## config.mk

```make
export PLATFORM = sky130hd
export DESIGN_NAME = event_sink
export DESIGN_NICKNAME = d
export VERILOG_FILES = /design/src/rtl/event_sink_pkg.sv /design/src/rtl/sync_edge_detect.sv /design/src/rtl/event_sink.sv
export SDC_FILE = /design/constraint.sdc
export NUM_CORES = 1
export LEC_CHECK = 0
export BUFFER_PORTS_ARGS = -buffer_cell sky130_fd_sc_hd__buf_2
export CORE_MARGIN = 3
export CORE_UTILIZATION = 60
export CTS_CLUSTER_DIAMETER = 200
export DETAILED_ROUTE_END_ITERATION = 8
export PLACE_DENSITY = 0.82
export SLEW_MARGIN = 20
export SYNTH_ARGS = -nofsm -noshare
export SYNTH_HDL_FRONTEND = slang
export SYNTH_HIERARCHICAL = 1
export SYNTH_SLANG_ARGS = --single-unit
```

## constraint.sdc

```tcl
create_clock -name clk -period 4.75 [get_ports clk]
set_input_delay 0.95 -clock clk [delete_from_list [all_inputs] [get_ports clk]]
set_output_delay 0.95 -clock clk [all_outputs]
set_load 0.01 [all_outputs]
```

## src/rtl/event_sink_pkg.sv

```systemverilog
// rtl/event_sink_pkg.sv - shared FSM encoding and default parameters for event_sink
package event_sink_pkg;

    typedef enum logic [1:0] {
        ST_IDLE  = 2'd0,
        ST_RUN   = 2'd1,
        ST_STALL = 2'd2
    } state_t;

    localparam int DEF_CNT_W       = 16;
    localparam int DEF_SYNC_STAGES = 2;
    localparam int DEF_TIMEOUT     = 1000000;

endpackage

```

## src/rtl/sync_edge_detect.sv

```systemverilog
// rtl/sync_edge_detect.sv - multi-flop synchroniser with rising-edge detect
module sync_edge_detect #(
    parameter int STAGES = 2
) (
    input  logic clk,
    input  logic rst,
    input  logic async_in,
    output logic sync_q,
    output logic rise_edge
);

    logic [STAGES-1:0] sync_r;
    logic              prev_r;

    always_ff @(posedge clk) begin
        if (rst) begin
            sync_r <= '0;
            prev_r <= 1'b0;
        end else begin
            sync_r <= {sync_r[STAGES-2:0], async_in};
            prev_r <= sync_r[STAGES-1];
        end
    end

    // sync_q comes straight off a flop, so it is safe to return as a registered ack
    assign sync_q    = sync_r[STAGES-1];
    assign rise_edge = sync_r[STAGES-1] & ~prev_r;

endmodule

```

## src/rtl/event_sink.sv

```systemverilog
// rtl/event_sink.sv - clocked receiver for a self-timed event link with counter and stall watchdog
module event_sink
    import event_sink_pkg::*;
#(
    parameter int CNT_W       = DEF_CNT_W,
    parameter int SYNC_STAGES = DEF_SYNC_STAGES,
    parameter int TIMEOUT     = DEF_TIMEOUT
) (
    input  logic             clk,
    input  logic             rst,
    input  logic             clear,
    input  logic             fire_in,
    output logic             ack,
    output logic             event_pulse,
    output logic [CNT_W-1:0] event_cnt,
    output logic             overflow,
    output logic             level_out,
    output logic             stall
);

    localparam int               TMR_W    = (TIMEOUT > 1) ? $clog2(TIMEOUT) : 1;
    localparam logic [TMR_W-1:0] TMR_LAST = TMR_W'(TIMEOUT - 1);

    logic             rise;
    state_t           state;
    logic [TMR_W-1:0] timer;

    sync_edge_detect #(
        .STAGES (SYNC_STAGES)
    ) u_sync (
        .clk       (clk),
        .rst       (rst),
        .async_in  (fire_in),
        .sync_q    (ack),
        .rise_edge (rise)
    );

    // clear shares the reset path here; the synchroniser only sees rst so ack keeps tracking fire_in
    always_ff @(posedge clk) begin
        if (rst || clear) begin
            state       <= ST_IDLE;
            timer       <= '0;
            event_pulse <= 1'b0;
            event_cnt   <= '0;
            overflow    <= 1'b0;
            level_out   <= 1'b0;
            stall       <= 1'b0;
        end else begin
            event_pulse <= rise;
            if (rise) begin
                event_cnt <= event_cnt + 1'b1;
                if (&event_cnt) begin
                    overflow <= 1'b1;
                end
                level_out <= ~level_out;
                timer     <= '0;
                state     <= ST_RUN;
                stall     <= 1'b0;
            end else begin
                case (state)
                    ST_IDLE: begin
                        timer <= '0;
                    end
                    ST_RUN: begin
                        if (timer == TMR_LAST) begin
                            state <= ST_STALL;
                            stall <= 1'b1;
                        end else begin
                            timer <= timer + 1'b1;
                        end
                    end
                    ST_STALL: begin
                        stall <= 1'b1;
                    end
                    default: begin
                        state <= ST_IDLE;
                        timer <= '0;
                        stall <= 1'b0;
                    end
                endcase
            end
        end
    end

endmodule

```

==> out/summary.txt, run 1 <==
outcome = finished clean
GR Layer Usage met1 = 0.301
GPL Wtd Cong = 0.817
VDD IR-drop max = 0.185 mV
power density cells = 245 mW/mm2
Root Buffer = clkbuf_4
GRT overflow = 0
endpoints failing setup = 0
CTS Buf Count = 5
Worst R2R End = timer[6]
share of the synthesized area in the top cell type = 0.415
WHS Endpoint = u_sync/sync_r[1]
r2r setup slk = 2.45 ns
vias per cell = 5.78
placed instance count = 317
slowest stage delay, CP = 0.68 ns
CP Data Arrival Time = 2.59 ns
NetSw = 0.129 mW
count leader, synth = dfxtp_1
first-pass GRT wire length = 7.89 mm
area leader, netlist = dfxtp_1
M3 GR Usage = 0.0595
largest net degree at the start of global routing = 23
Post-DRT Antenna Nets = 0
initial antenna violation count = 0
Tmin final = 2.30 ns
Ports = 25
Synth async-reset ratio = 0
Port Buffers = 24
CP bufs+invs = 2
CP Class = flop to flop
Int Power = 0.443 mW
Core Box Area = 0.00342 mm2
Pleak = 0.804 nW
NumNets Final = 287
Slowest-stage cell, CP = or4b_2
post-DP HPWL = 3.24 mm
Post-synth EDFFs = 0
setup_tns = 0 ns
post-synth cell types = 47
Max-Cap Viols = 0
Cells after Synth = 256
Layout Cells excl Fill = 325
Initial Util = 0.635
crit path max fanout = 22
Worst-Margin Slew = 0.741 ns
DIE AREA = 0.00437 mm2
Chip Width = 66.1 um
ratio of cells with drive above 1 in the final layout = 0.154
number of instances resized during post-cts repair = 0
register bit count reported by yosys = 45
All-Layer GR Usage = 0.234
Fillers = 292
Sw Share = 0.226
CTS tree = yes
antenna cells = 0
WL/cell = 13.9 um
Data required, critical path = 5.04 ns
combinational cell fraction of total power = 0.033
Place WS = 2.21 ns
Final WS setup = 2.45 ns
final hold violation count = 0
hold_buf cts = 0
worst skew pair latency = 0.36 ns
Syn Nets = 265
H-tree levels = 2
met2 Use GR = 0.379
via count = 1877
post-CTS setup buffer count = 0
Final Power = 0.573 mW
Crit. End Element = flop
vias in the first global route = 1717
Hold Path Origin = u_sync/sync_r[0]
Clock Power Share = 0.303
Syn-to-layout area delta = 7.85%
most frequent CP cell = inv_1
ranking of synthesized cells by area = dfxtp_1 (42%), nor2_1 (6.9%), a21oi_1 (5.1%), xor2_1 (4.0%), nand2_1 (3.8%)
clock-pin slew on the worst setup and hold paths = 0.12 ns
Sequential Power Share = 0.664
GRT Max-Usage Layer = met2
Hold Path Cell Cnt = 1
drt total wl = 4.51 mm
Peak Freq = 0.436 GHz
RR Startpoint = state[0]
Synth top cells by count = dfxtp_1 (45), nor2_1 (40), a21oi_1 (22), nand2_1 (22), o21ai_0 (12)
DRT iter0 DRCs = 135
RSZ-0062 raised after global routing = no
clk sinks = 45
die height = 66.1 um
Initial DRT Pass Iterations = 4
cell count of the worst reg-to-reg path = 6
row cnt = 21
type of the most critical hold path = flop to flop
Setup crit start kind = flop
Avg Synthesized Cell Area = 8.47 um2
hold slack = 0.478 ns
Post-Syn Area = 0.00217 mm2
main flop type after synthesis = dfxtp_1
Slew Limit Headroom = 0.506
Seq/Total Area, Yosys = 0.415
Final period util = 0.483
synth warn = 6
Max clock buf depth = 2
DRC viols = 0
post-route clock skew = 0.00844 ns
CP delay by family, top = simple AND/OR/NAND/NOR gates
worst path cell trace = inv_1 > ha_1 > inv_1 > nand2_1 > or4b_2 > a21oi_1
Pins Over Slew Limit = 0
## area by class of cell
type                       count  area (um2)  area share
multi-input combinational    193        1170       0.502
tap                           46        57.6      0.0246
clock buffer                   7        45.0      0.0193
clock inverter                 1        7.51     0.00321
timing repair buffer          24         120      0.0514
inverter                       9        33.8      0.0144
sequential                    45         901       0.385
## stage by stage
| stage | util | area, um2 |
|---|---|---|
| after floorplan | - | 2170 |
| after global placement | 0.669 | 2290 |
| after detailed placement | 0.669 | 2290 |
| after CTS | 0.685 | 2340 |
| after global routing | 0.685 | 2340 |
| final | 0.685 | 2340 |
## how the worst max path moves through the flow
stage	from	slack, ns	cells past startpoint	to
after global routing	state[0]	2.35	7	timer[8]
after floorplan	clear	2.68	4	timer[14]
after global placement	rst	2.32	5	timer[4]
after detailed placement	rst	2.21	5	timer[4]
after CTS	state[0]	2.47	6	timer[6]
final	state[0]	2.45	6	timer[6]
## worst register-to-register path, cell delays in order (launching register included)
cell	delay (ns)
dfxtp_1	0.37
inv_1	0.07
ha_1	0.45
inv_1	0.26
nand2_1	0.24
or4b_2	0.69
a21oi_1	0.15
## flip-flops by register name, summed over array words and instances, names as in the netlist
register,count
u_sync/prev_r,1
overflow,1
event_pulse,1
u_sync/sync_r,2
timer,20
stall,1
state,2
event_cnt,16
level_out,1
## per-layer routing
metal  up-vias  wire, um
met3         6       217
met5         -         0
met1       881      2060
li1        948         -
met4         0        62
met2        42      2170
## power by group through the flow
stage               logic (mW)  registers [mW]  clock network, mW
global route            0.0217           0.381              0.198
global placement        0.0186           0.389                  0
detailed placement      0.0191           0.389                  0
floorplan               0.0144           0.389                  0
finish                  0.0192           0.380              0.173
CTS                     0.0193           0.380              0.181
## cells by family (layout without fill, tap and decap cells)
kind of cell,after synthesis,in the layout,share of synthesized area
compound gates,51,51,0.141
fa+ha+maj,5,5,0.0289
mux,2,2,0.00981
simple gates,118,118,0.293
flops,45,45,0.415
xor+xnor,17,17,0.0687
buf+inv,18,41,0.0433
## cell usage in the layout (no fill, tap or decap), types with 3 or more instances in the layout
cell,n
nand4_1,9
xnor2_1,7
a31oi_1,4
nand2_1,22
nor2_1,40
a21oi_1,22
buf_2,24
o21ai_0,12
dfxtp_1,45
nor4_1,3
and3_1,3
or2_2,3
clkbuf_4,5
xor2_1,10
ha_1,5
inv_1,8
or3_1,4
nand4b_1,3
nand3_1,8
o31ai_1,3
nor2b_1,5
nor3_1,4
No activity file was read; power rests on OpenSTA's default activity.
==> run 2: changes to the inputs <==
- ABC_AREA: not set -> 1
- CORE_UTILIZATION: 60 -> 53
- PLACE_DENSITY: 0.82 -> 0.76
- clock period: 4.75 -> 2.01 ns (I/O delays scaled with it)
==> out/summary.txt, run 2 <==
Post-synth EDFFs = 0 (unchanged)
r2r setup slk = 0.19 ns (-2.26 ns)
post-synth cell types = 30 (-36%)
power density cells = 553 mW/mm2 (+130%)
Layout Cells excl Fill = 472 (+45%)
ratio of cells with drive above 1 in the final layout = 0.126 (-0.0279)
crit path capture = state[0]
top flop regs = timer x20, event_cnt x16
register bit count reported by yosys = 45 (unchanged)
VDD IR-drop max = 0.534 mV (+190%)
RSZ-0062 raised after global routing = no
Reg area = 901 um2 (unchanged)
main flop type after synthesis = dfxtp_1
crit path max fanout = 6 (-73%)
Syn Nets = 398 (+50%)
most common cell after layout, fill and taps aside = nand2_1
Avg Synthesized Cell Area = 6.42 um2 (-24%)
CTS Buf Count = 5 (unchanged)
Sw Share = 0.230 (+0.00378)
Clock Power Share = 0.377 (+0.074)
initial antenna violation count = 0 (unchanged)
Adder-Cell Fraction of Synth Area = 0.0251 (-0.00380)
Ports = 25 (unchanged)
Post-Synth Simple-Gate Area = 0.396 (+0.104)
endpoints failing setup = 0 (unchanged)
Crit. End Element = flop
CTS tree = yes
Multi-input gate area = 0.00137 mm2 (+16%)
Core Box Area = 0.00444 mm2 (+30%)
Worst R2R End = state[0]
CP Class = flop to flop
Initial DRT Pass Iterations = 5 (+1)
Setup crit start kind = flop
Worst-Margin Slew = 0.510 ns (-0.231 ns)
Peak Freq = 0.550 GHz (+26%)
RR Startpoint = timer[0]
Synth top cells by count = nand2_1 (106), nor2_1 (68), inv_1 (49)
outcome = finished clean
DIE AREA = 0.00557 mm2 (+27%)
Compound-Gate Fraction of Synth Area = 0.0947 (-0.0467)
Sequential Power Share = 0.583 (-0.081)
share of the synthesized area in the top cell type = 0.361 (-0.0547)
GRT overflow = 0 (unchanged)
Cells after Synth = 389 (+52%)
Initial Util = 0.562 (-0.0729)
clk sinks = 45 (unchanged)
Max clock buf depth = 2 (unchanged)
vias in the first global route = 2151 (+25%)
count leader, synth = nand2_1
All-Layer GR Usage = 0.220 (-0.0136)
vias per cell = 5.24 (-9.3%)
setup_tns = 0 ns (unchanged)
first-pass GRT wire length = 9.62 mm (+22%)
placed instance count = 465 (+47%)
clock-pin slew on the worst setup and hold paths = 0.08 ns (-0.04 ns)
CP Data Arrival Time = 2.02 ns (-0.57 ns)
Root Buffer = clkbuf_8
Syn-to-layout area delta = 11.6%
Seq/Total Area, Yosys = 0.361 (-0.0547)
Pins Over Slew Limit = 0 (unchanged)
Worst Setup SP = timer[0]
post-DP HPWL = 4.14 mm (+28%)
hold_buf cts = 0 (unchanged)
drt total wl = 5.61 mm (+24%)
max FFs per register = 20 (unchanged)
mux contribution to synthesized area = 0 (-0.00981)
Pleak = 1.21 nW (+51%)
Data required, critical path = 2.21 ns (-2.83 ns)
WL/cell = 11.9 um (-14%)
area leader, netlist = dfxtp_1
Tmin final = 1.82 ns (-0.479 ns)
Place WS = 0.182 ns (-2.03 ns)
Final WS setup = 0.193 ns (-2.26 ns)
NumNets Final = 429 (+49%)
Post-DRT Antenna Nets = 0 (unchanged)
Chip Width = 74.6 um (+13%)
Largest Register = timer
largest family of logic cells by synthesized area = simple AND/OR/NAND/NOR gates
post-route clock skew = 0.00430 ns (-0.00414 ns)
Post-Syn Area = 0.00250 mm2 (+15%)
Fillers = 422 (+45%)
H-tree levels = 2 (unchanged)
cell count of the worst reg-to-reg path = 8 (+2)
ranking of synthesized cells by area = dfxtp_1 (36%), nand2_1 (16%), nor2_1 (10%), inv_1 (7.4%), nand3_1 (6.0%)
Final period util = 0.904 (+0.420)
worst skew pair latency = 0.30 ns (-0.06 ns)
largest net degree at the start of global routing = 16 (-30%)
antenna cells = 0 (unchanged)
final hold violation count = 0 (unchanged)
DRT iter0 DRCs = 219 (+62%)
combinational cell fraction of total power = 0.040 (+0.007)
type of the most critical hold path = input pin to flop
Port Buffers = 24 (unchanged)
Max-Cap Viols = 0 (unchanged)
via count = 2473 (+32%)
DRC viols = 0 (unchanged)
Synth async-reset ratio = 0 (unchanged)
most frequent cells in the layout = nand2_1 (106), nor2_1 (68), inv_1 (49), dfxtp_1 (45), nand3_1 (30)
synth warn = 6 (unchanged)
GPL Wtd Cong = 0.956 (+17%)
Slew Limit Headroom = 0.660 (+0.154)
hold slack = 0.300 ns (-0.179 ns)
Int Power = 1.19 mW (+170%)
row cnt = 24 (+14%)
NetSw = 0.353 mW (+170%)
post-synthesis xor/xnor area fraction = 0.0281 (-0.0406)
die height = 74.6 um (+13%)
## run 2: cell types whose count changed after synthesis, sizes merged, moves of 5 or more
cell / change
nand3: +23
nor2: +30
nor2b: -6
xnor2: -5
nand2: +87
inv: +42
nor4: -5
## run 2: routing by layer
| layer | wire, um | track usage | share of wire | vias up |
|---|---|---|---|---|
| met4 | 58 | 0.0534 | 0.010 | 0 |
| met1 | 2800 | 0.320 | 0.50 | 1108 |
| met5 | 0 | 0 | 0 | - |
| li1 | - | - | - | 1291 |
| met2 | 2390 | 0.336 | 0.43 | 70 |
| met3 | 367 | 0.0441 | 0.065 | 4 |
## run 2: through the flow
stage | power (mW) | util | cell area [um2]
after floorplan | 0.959 | - | 2500
after global placement | 0.979 | 0.605 | 2690
after detailed placement | 0.979 | 0.605 | 2690
after CTS | 1.55 | 0.625 | 2780
after global routing | 1.60 | 0.627 | 2790
final | 1.54 | 0.627 | 2790
## run 2: logic make-up (layout without fill, tap and decap cells)
family	after synthesis	count (layout)
and+or+nand+nor	231	231
xor gates and xnor gates	8	8
AOI/OAI and AO/OA	41	41
DFF	45	45
buffers and inverters	59	90
adders and majority gates	5	5
## run 2: layout make-up
cell class                      count  area share
Clock buffer                        6      0.0296
Clock inverter                      1     0.00269
Inverter                           53      0.0714
Multi-Input combinational cell    285       0.490
Sequential cell                    45       0.323
Tap cell                           52      0.0233
Timing Repair Buffer               30      0.0593
## run 2: power groups by stage
stage | Combinational [mW] | Sequential, mW | Clock, mW
after floorplan | 0.0398 | 0.920 | 0
after global routing | 0.0679 | 0.899 | 0.629
final | 0.0609 | 0.898 | 0.581
after detailed placement | 0.0604 | 0.919 | 0
after CTS | 0.0605 | 0.898 | 0.587
after global placement | 0.0597 | 0.919 | 0
## run 2: worst min-delay path by stage
stage	startpoint	depth (start not counted)	to	slack, ns
4_1_cts	rst	2	u_sync/sync_r[0]	0.29
6_report	rst	2	u_sync/sync_r[1]	0.30
3_5_place_dp	u_sync/sync_r[0]	2	u_sync/sync_r[1]	0.41
3_3_place_gp	u_sync/sync_r[0]	2	u_sync/sync_r[1]	0.39
5_1_grt	rst	2	u_sync/prev_r	0.30
2_1_floorplan	u_sync/sync_r[0]	2	u_sync/sync_r[1]	0.39
## run 2: what timing repair did
item,in CTS,in global routing
gates resized for setup,0,2
buffers inserted,0,0
endpoints found under the setup margin,0,5
## run 2: critical path: stages, from the launching register on
cell and delay, ns:
dfxtp_1 0.41, ha_2 0.25, nand3_2 0.15, nor2_2 0.20
nand3_1 0.26, nand2_1 0.18, nand3_1 0.12, nand3_1 0.10
nand2_1 0.05
==> run 3: changes to the inputs <==
- ABC_AREA: 1 -> not set
- CORE_UTILIZATION: 53 -> 52
- PLACE_DENSITY: 0.76 -> 0.75
==> out/summary.txt, run 3 (synthesized netlist as in run 1, its figures left out) <==
outcome = finished clean
Chip Width = 70.6 um (-5.5%)
VDD IR-drop max = 0.394 mV (-26%)
via count = 1891 (-24%)
Worst Setup SP = timer[6]
first-pass GRT wire length = 8.30 mm (-14%)
CTS tree = yes
post-CTS setup buffer count = 0 (unchanged)
setup_tns = 0 ns (unchanged)
RSZ-0062 raised after global routing = no
top flop regs = timer x20, event_cnt x16
die height = 70.6 um (-5.5%)
Hold Path Origin = rst
Port Buffers = 24 (unchanged)
DRT iter0 DRCs = 100 (-54%)
most common cell after layout, fill and taps aside = dfxtp_1
placed instance count = 336 (-28%)
DRC viols = 0 (unchanged)
Post-DRT Antenna Nets = 0 (unchanged)
most frequent cells in the layout = dfxtp_1 (45), nor2_1 (40), buf_2 (24), nand2_1 (22), a21oi_1 (22)
Max clock buf depth = 2 (unchanged)
cell count of the worst reg-to-reg path = 5 (-3)
initial antenna violation count = 0 (unchanged)
max FFs per register = 20 (unchanged)
Data required, critical path = 2.20 ns (about the same)
Layout Cells excl Fill = 344 (-27%)
clock-pin slew on the worst setup and hold paths = 0.09 ns (about the same)
Tmin final = 1.91 ns (+0.0953 ns)
CP Data Arrival Time = 2.10 ns (+0.08 ns)
r2r setup slk = 0.1 ns (-0.10 ns)
crit path capture = timer[15]
drt total wl = 4.68 mm (-17%)
Max-Cap Viols = 0 (unchanged)
Core Box Area = 0.00383 mm2 (-14%)
Pins Over Slew Limit = 0 (unchanged)
Initial Util = 0.567 (+0.00477)
number of instances resized during post-cts repair = 0 (unchanged)
worst skew pair latency = 0.30 ns (about the same)
crit path max fanout = 5 (-1)
GPL Wtd Cong = 0.907 (-5.2%)
All-Layer GR Usage = 0.204 (-0.0160)
Crit. End Element = flop
hold_buf cts = 0 (unchanged)
post-DP HPWL = 3.32 mm (-20%)
Ports = 25 (unchanged)
Setup crit start kind = flop
antenna cells = 0 (unchanged)
Syn-to-layout area delta = 17.9%
vias per cell = 5.50 (+4.9%)
power density cells = 690 mW/mm2 (+25%)
vias in the first global route = 1817 (-16%)
WL/cell = 13.6 um (+14%)
CTS Buf Count = 5 (unchanged)
post-route clock skew = 0.00571 ns (+0.00141 ns)
largest net degree at the start of global routing = 22 (+6)
clk sinks = 45 (unchanged)
Hold Path Cell Cnt = 2 (unchanged)
Worst R2R End = timer[15]
Slew Limit Headroom = 0.653 (-0.00746)
row cnt = 22 (-8.3%)
Initial DRT Pass Iterations = 4 (-1)
H-tree levels = 2 (unchanged)
CP Class = flop to flop
Final period util = 0.951 (+0.0474)
endpoints failing setup = 0 (unchanged)
ratio of cells with drive above 1 in the final layout = 0.216 (+0.0900)
Root Buffer = clkbuf_8
Peak Freq = 0.523 GHz (-5.0%)
DIE AREA = 0.00498 mm2 (-11%)
type of the most critical hold path = input pin to flop
GRT overflow = 0 (unchanged)
Largest Register = timer
RR Startpoint = timer[6]
final hold violation count = 0 (unchanged)
Pleak = 0.932 nW (-23%)
Worst-Margin Slew = 0.521 ns (+0.0112 ns)
NumNets Final = 304 (-29%)
## run 3: cell count changes in the layout (fill, tap and decap cells not counted), sizes merged, moves of 4 or more
cell   previous run  this run
nand2           109        22
inv              50         8
nor2             70        40
nand3            31         8
buf              30        41
nor2b             0         6
nor4              0         5
xnor2             2         7
or3               0         4
xor2              6        10
## run 3: how the worst min path moves through the flow
stage	endpoint	slack, ns
final	u_sync/sync_r[1]	0.31
after global routing	u_sync/sync_r[1]	0.30
after CTS	u_sync/sync_r[1]	0.30
after detailed placement	u_sync/sync_r[1]	0.45
after global placement	u_sync/sync_r[1]	0.43
after floorplan	u_sync/sync_r[1]	0.41
## run 3: through the flow
step / setup slack [ns] / instance area [um2] / power (mW) / util / hold slack (ns)
after floorplan: 0.0986 / 2170 / 0.953 / - / 0.414
after global placement: 0.123 / 2420 / 0.971 / 0.631 / 0.431
after detailed placement: 0.0622 / 2420 / 0.972 / 0.631 / 0.447
after CTS: 0.0393 / 2550 / 1.78 / 0.666 / 0.296
after global routing: 0.0138 / 2560 / 1.82 / 0.668 / 0.301
final: 0.0981 / 2560 / 1.76 / 0.668 / 0.306
## run 3: critical path, stage by stage, from the launching register on
cell and delay [ns]:
dfxtp_1 0.34, or4_4 0.55, nor4_4 0.37, a21oi_1 0.25, a31oi_1 0.23, nor3_1 0.07
## run 3: layer usage
layer / up-vias / GRT usage / wire, um
met2: 35 / 0.332 / 2150
met1: 867 / 0.266 / 2270
met4: 0 / 0.0814 / 74
li1: 982 / - / -
met5: - / 0 / 0
met3: 7 / 0.0426 / 183
## run 3: layout make-up
| cell class | count | area, um2 |
|---|---|---|
| clock inverter | 3 | 65.1 |
| timing repair buffer | 41 | 248 |
| sequential | 45 | 901 |
| clock buffer | 5 | 68.8 |
| fill | 310 | 1270 |
| multi-input combinational | 193 | 1180 |
| inverter | 9 | 33.8 |
| tap | 48 | 60.1 |
## run 3: where the power goes
part           switching, mW  internal (mW)
sequential           0.00231          0.895
combinational         0.0343         0.0201
clock                  0.317          0.494
